File: config.mk
export PLATFORM = sky130hd
export DESIGN_NAME = game_scheduler
export DESIGN_NICKNAME = d
export VERILOG_FILES = /design/src/rtl/game_scheduler.sv
export SDC_FILE = /design/constraint.sdc
export NUM_CORES = 1
export LEC_CHECK = 0
export BUFFER_PORTS_ARGS = -buffer_cell sky130_fd_sc_hd__buf_2
export CORE_AREA = 2 2 120 122
export DETAILED_ROUTE_END_ITERATION = 7
export DIE_AREA = 0 0 122 124
export GPL_ROUTABILITY_DRIVEN = 0
export GPL_TIMING_DRIVEN = 1
export HOLD_SLACK_MARGIN = 0.02
export PLACE_DENSITY = 0.43
export SYNTH_ARGS = -nofsm -noshare
export SYNTH_HDL_FRONTEND = slang
export SYNTH_SLANG_ARGS = --single-unit
File: constraint.sdc
create_clock -name clk -period 7 [get_ports clk]
set_input_delay 2.1 -clock clk [delete_from_list [all_inputs] [get_ports clk]]
set_output_delay 2.1 -clock clk [all_outputs]
set_load 0.02 [all_outputs]
File: src/rtl/game_scheduler.sv
// Central controller for the seven-segment games: owns game selection, splash digit,
// button gating toward the active game, per-game soft clear and idle display blanking.
module game_scheduler #(
    parameter int          NUM_GAMES     = 4,
    parameter logic [23:0] SPLASH_CYCLES = 24'd1_000_000,
    parameter logic [27:0] IDLE_CYCLES   = 28'd100_000_000
) (
    input  logic        clk,
    input  logic        rst_n,
    input  logic        switch_pulse,
    input  logic [3:0]  btn_pulse,
    input  logic [15:0] game_values,
    output logic [1:0]  game_sel,
    output logic [15:0] game_btn,
    output logic [3:0]  game_clr,
    output logic [3:0]  display_value,
    output logic        splash_active
);

    typedef enum logic [1:0] {
        ST_RUN    = 2'd0,
        ST_SPLASH = 2'd1,
        ST_SLEEP  = 2'd2
    } state_t;

    localparam logic [1:0] LAST_SEL = 2'(NUM_GAMES - 1);
    localparam logic [3:0] BLANK    = 4'd12;

    state_t      state_q, state_d;
    logic [1:0]  game_sel_q, game_sel_d;
    logic [15:0] game_btn_q, game_btn_d;
    logic [3:0]  game_clr_q, game_clr_d;
    logic [3:0]  display_value_q, display_value_d;
    logic        splash_active_q, splash_active_d;
    logic [23:0] splash_cnt_q, splash_cnt_d;
    logic [27:0] idle_cnt_q, idle_cnt_d;
    logic [1:0]  next_sel_s;
    logic        any_btn_s;

    // Next-state and next-output logic for the RUN / SPLASH / SLEEP controller
    always_comb begin
        state_d         = state_q;
        game_sel_d      = game_sel_q;
        game_btn_d      = 16'd0;
        game_clr_d      = 4'd0;
        display_value_d = display_value_q;
        splash_cnt_d    = splash_cnt_q;
        idle_cnt_d      = idle_cnt_q;
        next_sel_s      = (game_sel_q == LAST_SEL) ? 2'd0 : game_sel_q + 2'd1;
        any_btn_s       = |btn_pulse;

        case (state_q)
            ST_RUN: begin
                display_value_d = game_values[{game_sel_q, 2'b00} +: 4];
                if (switch_pulse) begin
                    // A switch wins over any button pulse in the same cycle
                    game_sel_d   = next_sel_s;
                    game_clr_d   = 4'b0001 << next_sel_s;
                    splash_cnt_d = 24'd0;
                    idle_cnt_d   = 28'd0;
                    state_d      = ST_SPLASH;
                end else if (any_btn_s) begin
                    game_btn_d[{game_sel_q, 2'b00} +: 4] = btn_pulse;
                    idle_cnt_d = 28'd0;
                end else if (idle_cnt_q == IDLE_CYCLES - 28'd1) begin
                    idle_cnt_d = 28'd0;
                    state_d    = ST_SLEEP;
                end else begin
                    idle_cnt_d = idle_cnt_q + 28'd1;
                end
            end
            ST_SPLASH: begin
                display_value_d = {2'b00, game_sel_q} + 4'd1;
                if (switch_pulse) begin
                    game_sel_d   = next_sel_s;
                    game_clr_d   = 4'b0001 << next_sel_s;
                    splash_cnt_d = 24'd0;
                end else if (splash_cnt_q == SPLASH_CYCLES - 24'd1) begin
                    idle_cnt_d = 28'd0;
                    state_d    = ST_RUN;
                end else begin
                    splash_cnt_d = splash_cnt_q + 24'd1;
                end
            end
            ST_SLEEP: begin
                display_value_d = BLANK;
                // The waking event is consumed and never reaches a game
                if (switch_pulse || any_btn_s) begin
                    idle_cnt_d = 28'd0;
                    state_d    = ST_RUN;
                end else begin
                    idle_cnt_d = idle_cnt_q;
                end
            end
            default: begin
                display_value_d = BLANK;
                idle_cnt_d      = 28'd0;
                state_d         = ST_RUN;
            end
        endcase

        splash_active_d = (state_d == ST_SPLASH);
    end

    // State and output registers with synchronous active-low reset
    always_ff @(posedge clk) begin
        if (!rst_n) begin
            state_q         <= ST_RUN;
            game_sel_q      <= 2'd0;
            game_btn_q      <= 16'd0;
            game_clr_q      <= 4'd0;
            display_value_q <= BLANK;
            splash_active_q <= 1'b0;
            splash_cnt_q    <= 24'd0;
            idle_cnt_q      <= 28'd0;
        end else begin
            state_q         <= state_d;
            game_sel_q      <= game_sel_d;
            game_btn_q      <= game_btn_d;
            game_clr_q      <= game_clr_d;
            display_value_q <= display_value_d;
            splash_active_q <= splash_active_d;
            splash_cnt_q    <= splash_cnt_d;
            idle_cnt_q      <= idle_cnt_d;
        end
    end

    assign game_sel      = game_sel_q;
    assign game_btn      = game_btn_q;
    assign game_clr      = game_clr_q;
    assign display_value = display_value_q;
    assign splash_active = splash_active_q;

endmodule

* Word level (Yosys, flattened, before mapping)
Index checks and enable logic that the tools add are counted.
** Word-level totals
- Memories kept :: 0
- Bits in read-only memories :: 0
- Register bits :: 81
- Input port bits :: 23
- Bits in latches :: 0
- RAM bits :: 0
** Cells by class
- Equal/unequal tests :: 11
- Shift operators :: 4
- Muxes and demuxes :: 20
- Reductions and logical operators :: 10
- Bitwise gates (word level) :: 4
- Div/mod/pow operators :: 0
- $lt $le $gt $ge :: 0
- Multipliers :: 0
- $add $sub $neg :: 5
** Operators by type and width (count)
- two-way mux 28 bit :: 6
- case mux 28 bit (3 select lines) :: 1
- two-way mux 24 bit :: 3
- case mux 24 bit (2 select lines) :: 1
- adder 28 x 1 -> 28 bit (second input constant) :: 1
- equality test 28 x 27 -> 1 bit (second input constant) :: 1
- adder 24 x 1 -> 24 bit (second input constant) :: 1
- equality test 24 x 20 -> 1 bit (second input constant) :: 1
- bitwise AND 16 bit :: 1
- variable shift 4 x 6 -> 16 bit (first input constant) :: 1
- indexed part select 16 x 5 -> 4 bit :: 1
- indexed part select 4 x 6 -> 16 bit :: 1
- two-way mux 2 bit :: 7
- AND reduction 3 bit :: 3
- inequality test 2 bit (second input constant) :: 4
- case mux 4 bit (2 select lines) :: 1
- OR reduction 4 bit :: 2
- negation 4 -> 6 bit :: 1
- case mux 2 bit (3 select lines) :: 1
- equality test 2 x 1 -> 1 bit (second input constant) :: 2
- equality test 2 bit (second input constant) :: 2
- left shift 1 x 2 -> 4 bit (first input constant) :: 1
- adder 2 x 1 -> 3 bit (second input constant) :: 1
- inequality test 3 bit (second input constant) :: 1
- other kinds (7) :: 9

* Logic depth before layout (Yosys ltp)
Gate-level depths: netlist (run 1).
- Word-level depth :: 6
- Depth in mapped cells :: 8

* Worst setup path after synthesis (run 1)
Ideal clock, no wire load.
- Path kind :: input -> register
- From :: in switch_pulse
- To :: reg idle_cnt_q[25]
- Path slack :: 3.345 ns
- Setup time :: 0.079 ns
- Data arrival time :: 3.576 ns
- Cell stages on the path :: 7
- Required time :: 6.921 ns
- Path buffers :: 2
- Cell sequence :: clkbuf_1 -> nor2_1 -> a31oi_1 -> a311oi_4 -> buf_2 -> nand2_1 -> o211ai_1
** Between the ends
- Cells in the longest elaborated chain, start to end :: 3
** RTL lines
- from (decl) :: RTL line 10 : input logic switch_pulse,
- logical OR 1 bit :: RTL line 88 : if (switch_pulse || any_btn_s) begin
- inequality test 2 bit (no source line)
- AND reduction 3 bit (no source line)
- to (signal assigned) :: RTL line 124 : idle_cnt_q <= idle_cnt_d;
- to (decl) :: RTL line 36 : logic [27:0] idle_cnt_q, idle_cnt_d;
Parallel ways exist; a longest one is shown, timed or not.
A chain may end at the register's enable or synchronous reset.

* Worst setup path after layout (run 1)
- From :: in btn_pulse[0]
- To :: reg idle_cnt_q[15]
** Between the ends
- Cells in the longest elaborated chain, start to end :: 4
** RTL lines
- from (decl) :: RTL line 11 : input logic [3:0] btn_pulse,
- OR reduction 4 bit (*) :: RTL line 50 : any_btn_s = |btn_pulse;
- two-way mux 28 bit or logical OR 1 bit (tied branches) :: RTL line 62, 88
- two-way mux 28 bit or inequality test 2 bit (tied branches)
- case mux 28 bit (3 select lines) or AND reduction 3 bit (tied branches)
Mark *: on every way between the ends. The rest lies on a longest branch, timed or not.

==> metrics.cfg, run 1 <==
[detailed_routing]
drt_wl_total_mm = 10.6
drcViolationCount = 0
vias = 3704
first_pass_iters = 4
avgRoutedWirePerCell_um = 15.1
final_antenna_net_count = 0
drt_iter0_markers = 174
via_per_inst = 5.26

[die]
start_util_pct = 29.5
io_pins = 50
die_x_um = 122
core-area_um2 = 13700
rows = 43
die_area_um2 = 15100
die_h_um = 124

[yosys]
synth_edf_count = 0
seq_area_frac_synth_pct = 40.0
ys_warn_count = 0
ys_types = 61
netlist_area_um2 = 4050
async_flop_share_pct = 0
synth_most_common_cell = dfxtp_1
synthTopCellsByArea = dfxtp_1, nand2_1, nand3_1, nand4_1, and2_1
avgSynthCellArea_um2 = 8.40
ys.flop_type = dfxtp_1
yosys.area.top_type_share_pct = 40.0
syn_nets = 511
ys_seq_elements = 81
synthTopCellsByCount = dfxtp_1, nand2_1, nand3_1
synth_top_area_cell = dfxtp_1
synthCells = 482

[timing]
final-setup-viol-count = 0
worst_slew_pin_slew_ns = 0.930
timing.fmax_mhz = 247
slew_viol_final = 0
tns_ns = 0
rsz0062_at_grt = false
slew_headroom_pct = 37.6
hold_violations = 0
skew_ns = 0.00891
finalCriticalPeriod_ns = 4.04
fin_crit_sh_pct = 57.8

[critical_path]
endpoint_kind = register
rr_worst_depth = 6
critPathKind = in2reg
worstPathMaxFanout = 30
slowest_delay_ns = 0.57
setup.worst_path.start_class = input port
cp_slowest_cell = nor4_2
arrival_ns = 4.28
worstPathRequired_ns = 7.23
path_cells = buf_2, nor4_2, and3_1, buf_4, nand2_1, o311ai_0

[clocking]
holdBufCountCts = 0
ctsRootBufferMaster = clkbuf_16
cts_tree = built
post_cts_buffers = 0
htreeDepth = 3
clk_pin_slew_ns = 0.07
cts_buffer_depth = 2
cts.sinks = 81
cts-resized-gates = 0
cts-buffers-inserted = 9
insertion_delay_ns = 0.35

[final_layout]
nets = 548
antenna_cells = 0
syn_to_final_growth_pct = 18.6
final_util_pct = 35.0
instances_no_fill = 704
drive_gt1_share_pct = 16.8

[pwr]
power.density_nw_per_um2 = 236
power_w = 0.00113
peakVddDrop_mv = 0.124
p_leak_nw = 1.74

[grt]
grtUsageTotal_pct = 14.3
antenna_found_initial = 0
grt_pass1_vias = 3389
grt-ovfl-total = 0
grt_pass1_wl_mm = 16.8
grt_max_degree = 32

[placement]
dpl.hpwl_mm = 7.44
dp_cells = 688
port_buffers = 49

[worst_hold_path]
min_path_cells = 2
hold_path_class = reg2reg

[run_status]
status = finished, final reports clean

[run]
max_cap_violations = 0

layout by cell type (no fill, tap or decap), types with 14 or more instances in the layout:
master	count
dfxtp_1	81
a21oi_1	15
inv_1	15
and2_1	19
nand4_1	23
nand2_1	56
o211ai_1	14
nor2_1	30
a31oi_1	15
buf_2	49
nand3_1	39
o21ai_0	17
report_power, final:
part	internal, W	total [W]	switching, W
sequential	0.000467	0.000472	0.00000538
clock	0.000390	0.000597	0.000207
combinational	0.0000239	0.0000646	0.0000407
total	0.000880	0.00113	0.000253
worst max-delay path: cells and delay by family:
family / cells / cell delay, ns
and+or+nand+nor: 3 / 1.25
AOI/OAI and AO/OA: 1 / 0.47
buffers and inverters: 2 / 0.44
per-stage QoR:
step                      worst slack (ns)  cell area (µm²)  hold WS, ns
after floorplan                       3.35             4050        0.448
after global placement                2.68             4430        0.478
after detailed placement              2.58             4430        0.483
after global routing                  2.78             4800        0.508
after CTS                             2.95             4800        0.491
final                                 2.96             4800        0.485
flip-flops by register name, indices dropped and copies added, names as in the netlist:
register	flops
splash_active	1
display_value	4
game_clr	4
game_btn	16
idle_cnt_q	28
state_q	2
game_sel	2
splash_cnt_q	24
kinds of logic after synthesis:
logic type | synth area share, %
adder cells (fa/ha/maj) | 1.85
AND/OR/NAND/NOR | 33.3
buffers and inverters | 4.42
XOR/XNOR | 1.08
multiplexers | 3.68
flip-flops | 40.0
AO/OA/AOI/OAI | 15.7
metal layers:
layer	vias up	GRT usage [%]	part of all wire, %
met5	-	0	0
met4	0	5.39	1.5
met2	41	24.1	50
li1	1868	-	-
met1	1777	17.4	46
met3	18	3.98	2.7
area by class of cell:
| type | count | area (µm²) |
|---|---|---|
| Clock inverter | 7 | 149 |
| Tap cell | 180 | 225 |
| Multi-Input combinational cell | 359 | 2250 |
| Sequential cell | 81 | 1620 |
| Fill cell | 1469 | 8920 |
| Clock buffer | 9 | 225 |
| Timing Repair Buffer | 53 | 275 |
| Inverter | 15 | 56.3 |
final timing paths:
| check | startpoint | end | slack (ns) |
|---|---|---|---|
| max | btn_pulse[0] | idle_cnt_q[15] | 2.96 |
| max reg2reg | idle_cnt_q[0] | idle_cnt_q[15] | 4.32 |
| min | idle_cnt_q[20] | idle_cnt_q[20] | 0.48 |
| min reg2reg | idle_cnt_q[20] | idle_cnt_q[20] | 0.48 |
Note: power is estimated with default switching activity, not from simulation.
==> run 2: changes to the inputs <==
- ABC_AREA: unset -> 1
- CORE_AREA: 2 2 120 122 -> 2 2 125 127
- DIE_AREA: 0 0 122 124 -> 0 0 127 129
- PLACE_DENSITY: 0.43 -> 0.45
- clock period: 7 -> 3.6 ns (I/O delays scaled with it)
==> run 2 against run 1 <==
Net effect: register-to-register slack worse by 3.0 ns; worst hold slack lost 0.0031 ns; core utilization decreased by 0.77 points; clock skew shrank 0.0027 ns; largest cell class unchanged.
==> metrics.cfg, run 2 <==
[run_status]
status = finished, final reports clean  ; unchanged

[critical_path]
worstPathMaxFanout = 23  ; was 30
cpMostUsedCell = nand2_1
cp_slowest_cell = nand2_2  ; was nor4_2
critPathKind = in2reg  ; unchanged
crit_buf_inv = 3  ; was 2
crit_family = simple AND/OR/NAND/NOR gates  ; unchanged
setup.worst_path.start_class = input port  ; unchanged
cp_num_cells = 10  ; was 6
endpoint_kind = register  ; unchanged
path_cells = buf_2, inv_2, nand4_1, o21ai_2, inv_1, nand2_2, nand2_1, o21ai_4, nand2_1, nor2_1  ; was buf_2, nor4_2, and3_1, buf_4, nand2_1, o311ai_0
slowest_delay_ns = 0.38  ; was 0.57 ns
endpoint = idle_cnt_q[7]  ; was idle_cnt_q[15]
ff2ff_setup_slack_ns = 1.30  ; was 4.32 ns
critPathLaunch = switch_pulse  ; was btn_pulse[0]
rr_worst_depth = 9  ; was 6
r2r-start = splash_cnt_q[0]  ; was idle_cnt_q[0]
r2r_end = splash_cnt_q[20]  ; was idle_cnt_q[15]
worstPathRequired_ns = 3.88  ; was 7.23 ns
arrival_ns = 2.69  ; was 4.28 ns

[grt]
grt_max_degree = 32  ; unchanged
grt_pass1_vias = 4113  ; was 3389
grt-ovfl-total = 0  ; unchanged
grt_pass1_wl_mm = 20.2  ; was 16.8 mm
grtUsageTotal_pct = 15.4  ; was 14.3%
antenna_found_initial = 0  ; unchanged

[timing]
fin_crit_sh_pct = 67.1
final-setup-viol-count = 0  ; unchanged
hold_violations = 0  ; unchanged
timing.fmax_mhz = 414
rsz0062_at_grt = false  ; unchanged
finalCriticalPeriod_ns = 2.41
slew_headroom_pct = 43.3  ; was 37.6%
tns_ns = 0  ; unchanged
skew_ns = 0.00619  ; was 0.00891 ns
slew_viol_final = 0  ; unchanged
worst_slew_pin_slew_ns = 0.848  ; was 0.930 ns

[final_layout]
syn_to_final_growth_pct = 15.6  ; was 18.6%
seq_area_um2 = 1620  ; unchanged
antenna_cells = 0  ; unchanged
drive_gt1_share_pct = 12.1  ; was 16.8%
largest_register = idle_cnt_q  ; unchanged
nets = 770  ; was 548
largest_reg_flops = 28  ; unchanged
final_cell_mix = nand2_1, nor2_1, inv_1  ; was dfxtp_1, nand2_1, buf_2
final_common_cell = nand2_1  ; was dfxtp_1
fillCellCount = 1682  ; was 1469
multiInputGateArea_um2 = 2380  ; was 2250 µm²

[detailed_routing]
avgRoutedWirePerCell_um = 13.1  ; was 15.1 µm
final_antenna_net_count = 0  ; unchanged
via_per_inst = 4.78  ; was 5.26
vias = 4464  ; was 3704
drt_iter0_markers = 285  ; was 174
drcViolationCount = 0  ; unchanged
drt_wl_total_mm = 12.2  ; was 10.6 mm
first_pass_iters = 5  ; was 4

[yosys]
synthTopCellsByArea = dfxtp_1, nand2_1, nor2_1, nand3_1, inv_1  ; was dfxtp_1, nand2_1, nand3_1, nand4_1, and2_1
yosys.area.top_type_share_pct = 36.5  ; was 40.0%
avgSynthCellArea_um2 = 6.39  ; was 8.40 µm²
synth_most_common_cell = nand2_1  ; was dfxtp_1
synthTopCellsByCount = nand2_1, nor2_1, inv_1  ; was dfxtp_1, nand2_1, nand3_1
ys_warn_count = 0  ; unchanged
ys.flop_type = dfxtp_1  ; unchanged
ys_seq_elements = 81  ; unchanged
netlist_area_um2 = 4440  ; was 4050 µm²
seq_area_frac_synth_pct = 36.5  ; was 40.0%
synthCells = 694  ; was 482
syn_nets = 723  ; was 511
synth_top_area_cell = dfxtp_1  ; unchanged
synth_edf_count = 0  ; unchanged
ys_types = 38  ; was 61
async_flop_share_pct = 0  ; unchanged

[worst_hold_path]
hold_path_class = reg2reg  ; unchanged
min_path_cells = 2  ; unchanged

[clocking]
holdBufCountCts = 0  ; unchanged
cts.sinks = 81  ; unchanged
cts_tree = built  ; unchanged
htreeDepth = 3  ; unchanged
ctsRootBufferMaster = clkbuf_16  ; unchanged
clk_pin_slew_ns = 0.06  ; was 0.07 ns
cts-resized-gates = 0  ; unchanged
cts-buffers-inserted = 9  ; unchanged
cts_buffer_depth = 2  ; unchanged
post_cts_buffers = 0  ; unchanged
insertion_delay_ns = 0.34  ; was 0.35 ns

[die]
die_x_um = 127  ; was 122 µm
io_pins = 50  ; unchanged
start_util_pct = 29.6  ; was 29.5%
die_area_um2 = 16400  ; was 15100 µm²
core-area_um2 = 15000  ; was 13700 µm²
rows = 45  ; was 43
die_h_um = 129  ; was 124 µm

[placement]
port_buffers = 49  ; unchanged
dpl.hpwl_mm = 9.16  ; was 7.44 mm

[pwr]
p_leak_nw = 2.12  ; was 1.74 nW
power_w = 0.00201  ; was 0.00113 W
power.density_nw_per_um2 = 392  ; was 236 nW/µm²
peakVddDrop_mv = 0.221  ; was 0.124 mV

[run]
max_cap_violations = 0  ; unchanged

-- run 2: cell count changes in the layout (fill, tap and decap cells not counted), moves of 8 or more --
cell / previous run / this run
and2_1: 19 / 2
a21oi_1: 15 / 43
nor2_1: 30 / 110
nand2_1: 56 / 182
o211ai_1: 14 / 0
inv_1: 15 / 85
and4_1: 9 / 0
a31oi_1: 15 / 0
nand3_1: 39 / 64
or3_1: 8 / 0
-- run 2: final cells by class --
type,count,area share (%)
well taps,188,4.59
flip-flops and latches,81,31.6
clock inverters,5,1.10
repair buffers,52,5.22
multi-input cells,507,46.3
clock buffers,11,4.54
inverters,90,6.59
-- run 2: kinds of logic (layout without fill, tap and decap cells) --
family / Yosys count / after routing / share of synthesized area, %
simple gates: 416 / 416 / 40.7
buf+inv: 106 / 158 / 9.90
flops: 81 / 81 / 36.5
compound gates: 79 / 79 / 9.98
fa+ha+maj: 6 / 6 / 1.69
xor+xnor: 6 / 6 / 1.18
-- run 2: tightest hold or removal path, delay by kind of cell (launching register included) --
family	cells	cell delay, ns
AND/OR/NAND/NOR	1	0.06
AO/OA/AOI/OAI	1	0.05
flip-flops	1	0.32
-- run 2: worst min-delay path by stage --
stage / startpoint / to / slack (ns)
floorplan: idle_cnt_q[27] / idle_cnt_q[27] / 0.45
global placement: idle_cnt_q[27] / idle_cnt_q[27] / 0.47
detailed placement: idle_cnt_q[17] / idle_cnt_q[17] / 0.47
CTS: idle_cnt_q[17] / idle_cnt_q[17] / 0.48
global route: idle_cnt_q[17] / idle_cnt_q[17] / 0.52
finish: idle_cnt_q[17] / idle_cnt_q[17] / 0.48
-- run 2: per-stage QoR --
stage / cell area, µm² / util [%] / std cells / hold slack, ns / setup WS (ns)
final: 5130 / 34.2 / 934 / 0.482 / 1.19
after global routing: 5130 / 34.2 / 934 / 0.515 / 1.01
after CTS: 5130 / 34.2 / 934 / 0.485 / 1.18
after detailed placement: 4840 / 32.3 / 918 / 0.475 / 0.843
after global placement: 4840 / 32.3 / 918 / 0.468 / 0.830
after floorplan: 4440 / - / 694 / 0.453 / 1.49
-- run 2: power by group --
part / total [W] / internal (W) / switching (W)
Clock: 0.000917 / 0.000537 / 0.000380
Sequential: 0.000915 / 0.000909 / 0.00000671
Combinational: 0.000177 / 0.0000498 / 0.000128
Total: 0.00201 / 0.00150 / 0.000514
-- run 2: per-layer routing --
metal	global-route usage, %	vias to the layer above	part of all wire, %
li1	-	2322	-
met1	20.8	2028	50
met2	24.9	100	44
met3	2.45	14	4.3
met4	5.69	0	1.5
met5	0	-	0
==> run 3: changes to the inputs <==
- ABC_AREA: 1 -> 0
- CORE_AREA: 2 2 125 127 -> 2 2 120 122
- DIE_AREA: 0 0 127 129 -> 0 0 122 124
- PLACE_DENSITY: 0.45 -> 0.43
- clock period: 3.6 -> 2.47 ns (I/O delays scaled with it)
==> run 3 against run 2 <==
Net effect: clock skew rose by 0.0037 ns; critical path type is now reg2reg; sequential power rose by 45%; via count fell by 15%; largest cell class unchanged; routed wire length fell by 10%; sequential cell count did not move; clock power rose by 86%; final cell count fell by 22%; worst setup slack got worse by 0.91 ns.
==> metrics.cfg, run 3 (synthesis results as in run 1) <==
[clocking]
cts_tree = built  ; unchanged
ctsRootBufferMaster = clkbuf_16  ; unchanged
cts-resized-gates = 0  ; unchanged
holdBufCountCts = 0  ; unchanged
insertion_delay_ns = 0.35  ; was 0.34 ns
htreeDepth = 3  ; unchanged
cts-buffers-inserted = 9  ; unchanged
post_cts_buffers = 0  ; unchanged
cts_buffer_depth = 2  ; unchanged
clk_pin_slew_ns = 0.07  ; was 0.06 ns
cts.sinks = 81  ; unchanged

[final_layout]
antenna_cells = 0  ; unchanged
largest_reg_flops = 28  ; unchanged
nets = 572  ; was 770
final_common_cell = dfxtp_1  ; was nand2_1
largest_register = idle_cnt_q  ; unchanged
drive_gt1_share_pct = 20.4  ; was 12.1%
syn_to_final_growth_pct = 24.3  ; was 15.6%
fillCellCount = 1431  ; was 1682
final_cell_mix = dfxtp_1, nand2_1, buf_2  ; was nand2_1, nor2_1, inv_1
finalInstanceArea_um2 = 5030  ; was 5130 µm²

[critical_path]
setup.worst_path.start_class = register  ; was input port
endpoint_kind = register  ; unchanged
critPathKind = reg2reg  ; was in2reg
worstPathRequired_ns = 2.70  ; was 3.88 ns
arrival_ns = 2.43  ; was 2.69 ns
worstPathMaxFanout = 11  ; was 23

[detailed_routing]
first_pass_iters = 4  ; was 5
drt_iter0_markers = 230  ; was 285
drcViolationCount = 0  ; unchanged
via_per_inst = 5.23  ; was 4.78
vias = 3805  ; was 4464
route.met2.wl_mm = 5.55  ; was 5.44 mm
wl_met1_mm = 4.89  ; was 6.07 mm
final_antenna_net_count = 0  ; unchanged
routed.top_layer = met4  ; unchanged
met3RoutedLength_um = 338  ; was 530 µm
drt_wl_total_mm = 10.9  ; was 12.2 mm
avgRoutedWirePerCell_um = 15.0  ; was 13.1 µm

[die]
rows = 43  ; was 45
die_x_um = 122  ; was 127 µm
core-area_um2 = 13700  ; was 15000 µm²
io_pins = 50  ; unchanged
start_util_pct = 29.5  ; was 29.6%
die_h_um = 124  ; was 129 µm
die_area_um2 = 15100  ; was 16400 µm²

[pwr]
clkPwrFrac_pct = 52.4  ; was 45.6%
p_leak_nw = 1.87  ; was 2.12 nW
power.density_nw_per_um2 = 647  ; was 392 nW/µm²
p_seq_share_pct = 40.9  ; was 45.6%
power.switching_w = 0.000737  ; was 0.000514 W
p_comb_share_pct = 6.7  ; was 8.8%
p_sw_share_pct = 22.6  ; was 25.6%
peakVddDrop_mv = 0.342  ; was 0.221 mV
power.internal_w = 0.00252  ; was 0.00150 W

[grt]
grt_pass1_wl_mm = 18.1  ; was 20.2 mm
grt_pass1_vias = 3489  ; was 4113
grt-ovfl-total = 0  ; unchanged
antenna_found_initial = 0  ; unchanged
grtUsageTotal_pct = 15.3  ; was 15.4%
grt_max_degree = 29  ; was 32

[timing]
hold_violations = 0  ; unchanged
finalCriticalPeriod_ns = 2.20
slew_viol_final = 0  ; unchanged
timing.fmax_mhz = 455
skew_ns = 0.00987  ; was 0.00619 ns
rsz0062_at_grt = false  ; unchanged
tns_ns = 0  ; unchanged
final-setup-viol-count = 0  ; unchanged
fin_crit_sh_pct = 89.0
worst_slew_pin_slew_ns = 0.566  ; was 0.848 ns
slew_headroom_pct = 61.3  ; was 43.3%

[placement]
dpl.hpwl_mm = 7.81  ; was 9.16 mm
post_dp_cell_area_um2 = 4660  ; was 4840 µm²
port_buffers = 49  ; unchanged

[run]
max_cap_violations = 0  ; unchanged

[worst_hold_path]
hold_path_class = reg2reg  ; unchanged

[run_status]
status = finished, final reports clean  ; unchanged

[run 3: changes by cell type in the layout (fill, tap and decap cells not counted), moves of 14 or more]
cell      change
nand2_1     -126
inv_1        -70
o211ai_1     +14
buf_4        +21
nor2_1       -80
a21oi_1      -28
a31oi_1      +15
and2_1       +17
nand3_1      -25
[run 3: stage by stage]
stage	setup slack, ns	hold slack [ns]	instances	total power [W]	utilization (%)
floorplan	0.174	0.448	482	0.00149	-
global placement	0.132	0.467	712	0.00158	34.0
detailed placement	0.0861	0.474	712	0.00158	34.0
CTS	0.248	0.484	728	0.00330	36.7
global route	0.0577	0.501	728	0.00338	36.7
finish	0.271	0.485	728	0.00326	36.7
[run 3: layer usage]
metal	GRT usage [%]	vias to the layer above
met5	0	-
met4	5.46	0
met3	3.71	11
met2	25.8	51
met1	19.0	1821
li1	-	1922
[run 3: path summary, 6_finish.rpt]
kind                                startpoint             end  slack [ns]  depth (start not counted)
worst max-delay path             idle_cnt_q[0]  idle_cnt_q[13]        0.27                          6
worst min-delay path            idle_cnt_q[20]  idle_cnt_q[20]        0.48                          2
worst max register to register   idle_cnt_q[0]  idle_cnt_q[13]        0.27                          6
worst min register to register  idle_cnt_q[20]  idle_cnt_q[20]        0.48                          2
[run 3: final cells by class]
type	instances	area [µm²]	area share, %
clock buffer	9	225	4.48
clock inverter	7	149	2.96
inverter	15	56.3	1.12
multi-input combinational	359	2250	44.7
sequential	81	1620	32.2
tap	180	225	4.48
timing repair buffer	77	505	10.0
[run 3: power by group through the flow]
stage / Clock (W) / Sequential (W) / Combinational, W
finish: 0.00171 / 0.00133 / 0.000218
global route: 0.00180 / 0.00133 / 0.000242
CTS: 0.00175 / 0.00133 / 0.000220
detailed placement: 0 / 0.00136 / 0.000220
global placement: 0 / 0.00136 / 0.000219
floorplan: 0 / 0.00138 / 0.000109
[run 3: worst max-delay path, cell delays in order (launching register included)]
cell and delay, ns:
dfxtp_1 0.40, ha_1 0.23, and3_1 0.25, nand2_2 0.08, or4_4 0.60, and2_1 0.24, a221o_1 0.29
